===== src/rtl/div_unit.sv =====
// Iterative restoring divider for RV32M DIV/DIVU/REM/REMU: one quotient bit per cycle,
// with divide-by-zero and signed overflow resolved at acceptance without iterating.
module div_unit #(
    parameter int WIDTH = 32
) (
    input  logic             clk,
    input  logic             rst,
    input  logic             req_valid,
    output logic             req_ready,
    input  logic [1:0]       div_op,
    input  logic [WIDTH-1:0] operand_a,
    input  logic [WIDTH-1:0] operand_b,
    input  logic             flush,
    output logic             busy,
    output logic             resp_valid,
    output logic [WIDTH-1:0] resp_data
);

    localparam int CNT_W = $clog2(WIDTH);
    localparam logic [WIDTH-1:0] MIN_VAL  = {1'b1, {(WIDTH-1){1'b0}}};
    localparam logic [CNT_W-1:0] LAST_CNT = CNT_W'(WIDTH - 1);

    typedef enum logic [1:0] {
        IDLE = 2'd0,
        CALC = 2'd1,
        DONE = 2'd2
    } state_t;

    state_t           state_reg;
    logic [CNT_W-1:0] count_reg;
    logic [WIDTH-1:0] quo_reg;
    logic [WIDTH-1:0] rem_reg;
    logic [WIDTH-1:0] divisor_reg;
    logic [WIDTH-1:0] resp_data_reg;
    logic             is_rem_reg;
    logic             neg_quo_reg;
    logic             neg_rem_reg;

    // Acceptance-time decode
    logic             is_signed;
    logic             is_rem;
    logic             a_neg;
    logic             b_neg;
    logic [WIDTH-1:0] a_mag;
    logic [WIDTH-1:0] b_mag;
    logic             div_by_zero;
    logic             overflow;
    logic [WIDTH-1:0] special_data;
    logic             accept;

    assign is_signed    = ~div_op[0];
    assign is_rem       = div_op[1];
    assign a_neg        = is_signed & operand_a[WIDTH-1];
    assign b_neg        = is_signed & operand_b[WIDTH-1];
    assign a_mag        = a_neg ? (~operand_a + 1'b1) : operand_a;
    assign b_mag        = b_neg ? (~operand_b + 1'b1) : operand_b;
    assign div_by_zero  = (operand_b == '0);
    assign overflow     = is_signed & (operand_a == MIN_VAL) & (operand_b == '1);
    assign special_data = div_by_zero ? (is_rem ? operand_a : '1)
                                      : (is_rem ? '0 : MIN_VAL);
    assign accept       = req_valid & req_ready;

    // One restoring step; the top bit of the difference is the borrow, so it doubles as the compare
    logic [WIDTH:0]   shifted;
    logic [WIDTH:0]   diff;
    logic             take;
    logic [WIDTH-1:0] step_rem_next;
    logic [WIDTH-1:0] step_quo_next;
    logic [WIDTH-1:0] result_next;

    assign shifted       = {rem_reg, quo_reg[WIDTH-1]};
    assign diff          = shifted - {1'b0, divisor_reg};
    assign take          = ~diff[WIDTH];
    assign step_rem_next = take ? diff[WIDTH-1:0] : shifted[WIDTH-1:0];
    assign step_quo_next = {quo_reg[WIDTH-2:0], take};
    assign result_next   = is_rem_reg ? (neg_rem_reg ? (~step_rem_next + 1'b1) : step_rem_next)
                                      : (neg_quo_reg ? (~step_quo_next + 1'b1) : step_quo_next);

    assign req_ready  = (state_reg == IDLE) & ~flush & ~rst;
    assign busy       = (state_reg != IDLE);
    assign resp_valid = (state_reg == DONE) & ~flush;
    assign resp_data  = resp_data_reg;

    always_ff @(posedge clk) begin
        if (rst) begin
            state_reg     <= IDLE;
            count_reg     <= '0;
            quo_reg       <= '0;
            rem_reg       <= '0;
            divisor_reg   <= '0;
            resp_data_reg <= '0;
            is_rem_reg    <= 1'b0;
            neg_quo_reg   <= 1'b0;
            neg_rem_reg   <= 1'b0;
        end else if (flush) begin
            state_reg <= IDLE;
        end else begin
            case (state_reg)
                IDLE: begin
                    if (accept) begin
                        is_rem_reg  <= is_rem;
                        neg_quo_reg <= a_neg ^ b_neg;
                        neg_rem_reg <= a_neg;
                        quo_reg     <= a_mag;
                        divisor_reg <= b_mag;
                        rem_reg     <= '0;
                        count_reg   <= '0;
                        if (div_by_zero | overflow) begin
                            resp_data_reg <= special_data;
                            state_reg     <= DONE;
                        end else begin
                            state_reg <= CALC;
                        end
                    end
                end
                CALC: begin
                    rem_reg   <= step_rem_next;
                    quo_reg   <= step_quo_next;
                    count_reg <= count_reg + 1'b1;
                    if (count_reg == LAST_CNT) begin
                        resp_data_reg <= result_next;
                        state_reg     <= DONE;
                    end
                end
                DONE: begin
                    state_reg <= IDLE;
                end
                default: begin
                    state_reg <= IDLE;
                end
            endcase
        end
    end

endmodule


===== config.mk =====
export PLATFORM = sky130hd
export DESIGN_NAME = div_unit
export DESIGN_NICKNAME = d
export VERILOG_FILES = /design/src/rtl/div_unit.sv
export SDC_FILE = /design/constraint.sdc
export NUM_CORES = 1
export LEC_CHECK = 0
export BUFFER_PORTS_ARGS = -buffer_cell sky130_fd_sc_hd__buf_2
export CAP_MARGIN = 40
export CORE_MARGIN = 2
export CORE_UTILIZATION = 55
export DETAILED_ROUTE_END_ITERATION = 6
export PLACE_DENSITY_LB_ADDON = 0.3
export SLEW_MARGIN = 20
export SYNTH_ARGS = -nofsm -noshare
export SYNTH_HDL_FRONTEND = slang
export SYNTH_SLANG_ARGS = --single-unit

===== constraint.sdc =====
create_clock -name clk -period 14.7 [get_ports clk]
set_clock_uncertainty 0.05 [all_clocks]
set_input_delay 4.41 -clock clk [delete_from_list [all_inputs] [get_ports clk]]
set_output_delay 4.41 -clock clk [all_outputs]
set_load 0.01 [all_outputs]

==> run summary, run 1 <==
Status: finished, final reports clean
Final instance area: 0.0126 mm2
FFs w/ async S/R, synth: 0%
Slew Viols, Final: 0
Core area: 0.0202 mm2
Worst-margin pin slew: 0.908 ns
Site Rows: 52
H-tree depth: 4
Lkg Pwr: 4.86 nW
Routed Antenna Nets: 0
Nets: 1682
Ys flop type: dfxtp_1
IO Count: 105
Sum Neg Setup Slack: 0 ns
Global-route wire length before repair: 58200 um
Setup crit end kind: primary output
Syn nets: 1637
Synth warn: 0
Critical path type: in -> out
Post-DP HPWL: 27200 um
Initial DRT Pass Iterations: 6
Final Setup Violations: 0
Clock Latency Late Sink: 0.44 ns
GRT met1 Usage: 45.6%
Startpoint types: primary input
F_max: 0.102 GHz
Die W: 148 um
FILL cells: 1857
Fin. Hold Viols: 0
Post-Syn Area: 0.0113 mm2
Die Y: 148 um
Met3 usage: 4.75%
RSZ-0062 raised after global routing: no
Slew headroom: 39.1%
Syn_area_per_cell: 7.42 um2
Root buf cell: clkbuf_16
MaxCap Viol Count: 0
Crit-path cells: buf_4 > or3_1 > nor2_1 > buf_2
Sequential-to-total area share from yosys stat: 24.4%
Initial Util: 56.0%
Max FO, Critical Path: 52
Num Clock Sinks: 138
EDFF count, synth: 0
CTS tree: yes
PortBufs: 104
Iter 0 DRT Violations: 1606
Post-CTS Hold Fix Bufs: 0
Number of global-route vias before repair: 11200
Clock Pin Slew Worst Setup and Hold Paths: 0.06 ns
Grt peak-use layer: met2
Grt total ovfl: 0
Slowest CP cell: or3_1
N_diodes: 0
Seq cells post-synth: 138
Worst Path Arrival: 5.38 ns
Period minus WS final: 9.84 ns
CTS max path bufs: 2
Max stage delay on crit path: 0.44 ns
DIE AREA: 0.0218 mm2
WL/cell: 19.6 um
VDD IR max: 105 uV
CTS buffer count: 17
Detailed-route DRC error count: 0
Initial antenna violation count: 0
Cell area after placement: 0.0120 mm2
Pin count of the biggest net entering global routing: 85
Met2 usage: 52.1%
DRT Wirelength: 36300 um
Setup bufs post-CTS: 0
Layout cells sized above 1: 13.2%
Post-Syn Instances: 1527
Netlist cell types: 94
Via density: 6.54
Critical Path RT: 10.24 ns
Worst Hold Class: reg -> reg
P&R area growth vs syn: 11.5%
Tcrit/Tclk final: 67.0%
Pwr per Cell Area: 105 mW/mm2
Vias post-DR: 12100
Post-cts resize count: 0
Final RePlAce weighted congestion: 0.962
GR Util All Layers: 33.1%
[cells by family after synthesis]
group,share of synthesized area [%]
fa+ha+maj,4.48
xor+xnor,9.43
flops,24.4
buf+inv,5.67
compound gates,29.3
simple gates,24.4
mux,2.29
[worst max-delay path, delay by kind of cell]
kind / cells / cell delay (ns)
buf+inv: 2 / 0.41
simple gates: 2 / 0.55
[cell usage in the layout (no fill, tap or decap), types with 24 or more instances in the layout]
master,count
buf_2,104
xnor2_1,65
ha_1,39
nor2_1,206
inv_1,58
xor2_1,57
a211oi_1,38
a21oi_1,94
or3_1,30
dfxtp_1,138
a222oi_1,28
o21ai_0,93
nand4_1,24
nand2_1,130
nor3_1,44
[report_power, final]
part | leakage, nW | internal [mW] | switching [mW] | total (mW)
combinational | 3.44 | 0.172 | 0.301 | 0.473
clock | 0.301 | 0.271 | 0.187 | 0.457
sequential | 1.12 | 0.385 | 0.0129 | 0.398
total | 4.86 | 0.828 | 0.501 | 1.33
[through the flow]
stage | power [mW] | hold slack [ns] | setup WS (ns) | util, % | std cells
after floorplan | 0.744 | 0.382 | 5.13 | - | 1527
after global placement | 0.853 | 0.393 | 4.86 | 58.9 | 1816
after detailed placement | 0.863 | 0.398 | 4.85 | 59.1 | 1819
after CTS | 1.32 | 0.415 | 4.84 | 62.2 | 1851
after global routing | 1.39 | 0.447 | 4.81 | 62.4 | 1855
final | 1.33 | 0.416 | 4.86 | 62.4 | 1855
[synthesized netlist by cell type, drive strengths merged, types with 11 or more instances]
| cell type | number | area [um2] |
|---|---|---|
| o211ai | 21 | 158 |
| a22oi | 20 | 150 |
| a21o | 12 | 92.6 |
| a222oi | 28 | 280 |
| nor2 | 209 | 790 |
| nor3 | 44 | 220 |
| nand4 | 24 | 150 |
| buf | 26 | 145 |
| nand2 | 130 | 488 |
| o21ai | 101 | 517 |
| clkbuf | 73 | 275 |
| o31ai | 25 | 198 |
| nand3 | 19 | 95.1 |
| a311oi | 17 | 149 |
| nand2b | 20 | 125 |
| mux2i | 18 | 180 |
| or3 | 30 | 188 |
| ha | 39 | 488 |
| inv | 59 | 221 |
| nor4 | 21 | 144 |
| a21oi | 100 | 531 |
| dfxtp | 138 | 2760 |
| and3 | 11 | 73.8 |
| o41ai | 19 | 185 |
| or4 | 13 | 101 |
| nor2b | 12 | 75.1 |
| xnor2 | 65 | 569 |
| xor2 | 57 | 499 |
| a211oi | 38 | 285 |
[per-layer routing]
metal | wire [um] | up-vias
met3 | 2970 | 100
met2 | 16300 | 618
met5 | 0 | -
met4 | 1250 | 0
li1 | - | 5765
met1 | 15800 | 5654
[final cells by class]
| type | count | area [um2] | area share [%] |
|---|---|---|---|
| multi-input combinational | 1231 | 7960 | 63.0 |
| sequential | 138 | 2760 | 21.9 |
| timing repair buffer | 125 | 734 | 5.82 |
| clock buffer | 18 | 429 | 3.40 |
| tap | 270 | 338 | 2.67 |
| inverter | 59 | 221 | 1.75 |
| clock inverter | 14 | 185 | 1.47 |
[worst paths after layout]
check                     from       endpoint  slack (ns)  cells past startpoint
setup / recovery           rst      req_ready        4.86                      4
hold / removal    count_reg[4]   count_reg[4]        0.42                      2
setup reg to reg   quo_reg[31]  resp_data[26]        8.03                     22
hold reg to reg   count_reg[4]   count_reg[4]        0.42                      2
No activity file was read; power rests on OpenSTA's default activity.
==> run 2, diff against run 1 <==
--- a/config.mk
+++ b/config.mk
@@ -5,6 +5,7 @@
 export SDC_FILE = /design/constraint.sdc
 export NUM_CORES = 1
 export LEC_CHECK = 0
+export ABC_AREA = 1
 export BUFFER_PORTS_ARGS = -buffer_cell sky130_fd_sc_hd__buf_2
 export CAP_MARGIN = 40
 export CORE_MARGIN = 2
==> constraint.sdc (replaced) <==
create_clock -name clk -period 8.3 [get_ports clk]
set_clock_uncertainty 0.05 [all_clocks]
set_input_delay 2.49 -clock clk [delete_from_list [all_inputs] [get_ports clk]]
set_output_delay 2.49 -clock clk [all_outputs]
set_load 0.01 [all_outputs]
==> run 2 against run 1 <==
The run now ends with design-rule violations left. Worst setup slack lost 2.1 ns. Count of clock-buffer cells in the layout shrank 1. Combinational power grew 56%. Critical path type unchanged. Largest cell class unchanged. Highest routed layer unchanged.
==> run summary, run 2 <==
Reg2Reg Capture Point: resp_data[30]
Startpoint types: primary input
Layout cells sized above 1: 9.55% (-3.6 points)
EDFF count, synth: 0 (unchanged)
CTS tree: yes
PortBufs: 104 (unchanged)
Status: finished, violations left
Pin count of the biggest net entering global routing: 72 (-15%)
Initial DRT Pass Iterations: 7 (+1)
Die Y: 156 um (+5.7%)
Root buf cell: clkbuf_16
Most frequent cells in the layout: nand2_1 (685), inv_1 (297), nor2_1 (204), a21oi_1 (204), nand3_1 (139)
Largest cells by area after synthesis: dfxtp_1 (22%), nand2_1 (20%), inv_1 (8.8%)
Die W: 156 um (+5.7%)
Critical Path RT: 5.76 ns (-4.48 ns)
Grt total ovfl: 0 (unchanged)
Post-synth top area cell: dfxtp_1
VDD IR max: 133 uV (+27%)
Worst-margin pin slew: 0.806 ns (-0.103 ns)
Sequential share of power: 31.6% (+1.7 points)
GR Util All Layers: 36.4% (+3.3 points)
Most numerous cell in the Yosys netlist: nand2_1
Max stage delay on crit path: 0.15 ns (-0.29 ns)
Seq cells post-synth: 138 (unchanged)
Initial antenna violation count: 0 (unchanged)
CTS buffer count: 17 (unchanged)
Ys flop type: dfxtp_1
Core area: 0.0226 mm2 (+12%)
Period minus WS final: 5.57 ns
Worst hold slack: 0.415 ns (-0.00123 ns)
P&R area growth vs syn: 9.33%
Vias post-DR: 14900 (+23%)
Slew headroom: 46.2% (+7.1 points)
Post-synthesis xor/xnor area fraction: 3.24% (-6.2 points)
Worst-case reg-to-reg path depth: 30 (+36%)
DIE AREA: 0.0243 mm2 (+12%)
Worst hold endpoint: resp_data[21]
Syn_area_per_cell: 5.69 um2 (-23%)
CP delay by family, top: buffers and inverters
Simple-gate share of the synthesized area: 39.5% (+15 points)
Global-route wire length before repair: 69600 um (+20%)
Post-Syn Area: 0.0127 mm2 (+12%)
Detailed-route DRC error count: 12 (+12)
Routed Antenna Nets: 0 (unchanged)
Syn nets: 2342 (+43%)
Setup crit end kind: primary output
Number of global-route vias before repair: 13200 (+17%)
Nets: 2390 (+42%)
Clock Pin Slew Worst Setup and Hold Paths: 0.07 ns (about the same)
Site Rows: 55 (+5.8%)
Crit path buffers/inverters: 3 (+1)
Via density: 5.79 (-12%)
WL/cell: 17.2 um (-12%)
Pwr per Cell Area: 159 mW/mm2 (+51%)
F_max: 0.179 GHz
Crit-path cells: buf_2 > nor2_1 > inv_1 > nor2_1 > buf_2
Adder-cell share of the synthesized area: 4.00% (-0.49 points)
Commonest non-fill, non-tap cell in the layout: nand2_1
Clock power share: 34.8% (+0.4 points)
Area share of the largest cell type after synthesis: 21.7% (-2.6 points)
Iter 0 DRT Violations: 1538 (-4.2%)
MaxCap Viol Count: 0 (unchanged)
NetSw: 900 uW (+80%)
Logic pwr share: 33.6% (-2.0 points)
Worst r2r src: divisor_reg[19]
P_int: 1.30 mW (+57%)
FFs w/ async S/R, synth: 0% (unchanged)
Combinational family with the most area after synthesis: simple AND/OR/NAND/NOR gates
Final RePlAce weighted congestion: 1.01 (+5.4%)
Final Setup Violations: 0 (unchanged)
Initial Util: 56.1% (+0.13 points)
Slowest CP cell: buf_2
Slew Viols, Final: 0 (unchanged)
Setup bufs post-CTS: 0 (unchanged)
Fin. Hold Viols: 0 (unchanged)
RSZ-0062 raised after global routing: no
Post-CTS Hold Fix Bufs: 0 (unchanged)
Post-Syn Instances: 2232 (+46%)
IO Count: 105 (unchanged)
Num Clock Sinks: 138 (unchanged)
Max FO, Critical Path: 4 (-92%)
Synth warn: 0 (unchanged)
Lkg Pwr: 6.90 nW (+42%)
Netlist cell types: 54 (-43%)
Sum Neg Setup Slack: 0 ns (unchanged)
CTS max path bufs: 2 (unchanged)
Failing checks: design-rule violations
Tcrit/Tclk final: 67.1%
Min-delay src: resp_data[21]
H-tree depth: 4 (unchanged)
Critical path type: in -> out
Worst Hold Class: reg -> reg
Sequential-to-total area share from yosys stat: 21.7% (-2.6 points)
Mux share of post-synthesis cell area: 0% (-2.3 points)
DRT Wirelength: 44400 um (+22%)
Worst Hold Depth: 2 (unchanged)
Flop-to-flop setup slack: 3.11 ns (-4.92 ns)
Commonest cells post-synth: nand2_1 (686), inv_1 (297), nor2_1 (205), a21oi_1 (204), nand3_1 (139)
Clock Latency Late Sink: 0.44 ns (about the same)
N_diodes: 0 (unchanged)
Sw frac: 40.9% (+3.2 points)
Compound-Gate Fraction of Synth Area: 19.0% (-10 points)
Worst Path Arrival: 3.03 ns (-2.35 ns)
Post-cts resize count: 0 (unchanged)
Post-DP HPWL: 34000 um (+25%)
run 2: changes by cell type in the layout (fill, tap and decap cells not counted), moves of 21 or more:
cell      change
a211oi_1     -36
a21oi_1     +110
a222oi_1     -28
inv_1       +239
nand2_1     +555
nand3_1     +120
o21ai_0      +27
o31ai_1      -21
or3_1        -29
xnor2_1      -52
xor2_1       -23
run 2: worst max path at each step:
stage	startpoint	endpoint	slack (ns)	cells after the start
2_1_floorplan	rst	req_ready	2.78	4
3_3_place_gp	operand_b[0]	resp_data[22]	2.05	20
3_5_place_dp	operand_b[0]	resp_data[22]	2.46	20
4_1_cts	flush	req_ready	2.73	5
5_1_grt	operand_a[0]	resp_data[22]	2.51	21
6_report	flush	req_ready	2.73	5
run 2: final cells by class:
class,count,area [um2]
Multi-Input combinational cell,1696,8360
Clock buffer,17,425
Tap cell,285,357
Fill cell,2239,8750
Clock inverter,15,148
Inverter,307,1150
Timing Repair Buffer,120,686
Sequential cell,138,2760
run 2: kinds of logic after synthesis:
logic type      after synthesis
compound gates              434
flops                       138
xor+xnor                     47
simple gates               1175
fa+ha+maj                    40
buf+inv                     398
run 2: through the flow:
stage | area (um2) | worst slack [ns] | power, mW | util [%] | cells
final | 13900 | 2.73 | 2.20 | 61.3 | 2578
after detailed placement | 13300 | 2.46 | 1.42 | 58.8 | 2546
after global placement | 13200 | 2.05 | 1.41 | 58.5 | 2542
after global routing | 13900 | 2.51 | 2.31 | 61.3 | 2578
after CTS | 13900 | 2.73 | 2.18 | 61.3 | 2578
after floorplan | 12700 | 2.78 | 1.23 | - | 2232
run 2: tightest hold or removal path: stages, from the launching register on:
cell     delay [ns]
dfxtp_1        0.31
nand2_1        0.06
a21oi_1        0.06
run 2: power groups by stage:
stage	registers (mW)	logic (mW)	clock network, mW
2_1_floorplan	0.703	0.531	0
3_3_place_gp	0.709	0.701	0
3_5_place_dp	0.709	0.715	0
4_1_cts	0.694	0.720	0.764
5_1_grt	0.697	0.823	0.793
6_report	0.695	0.740	0.767
run 2: layer usage:
layer / share of wire [%] / global-route usage, % / vias up / wire length, um
met5: 0 / 0 / - / 0
met4: 2.5 / 11.1 / 0 / 1120
met3: 11 / 7.94 / 68 / 5070
met2: 42 / 54.3 / 764 / 18800
met1: 44 / 52.2 / 6784 / 19400
li1: - / - / 7299 / -
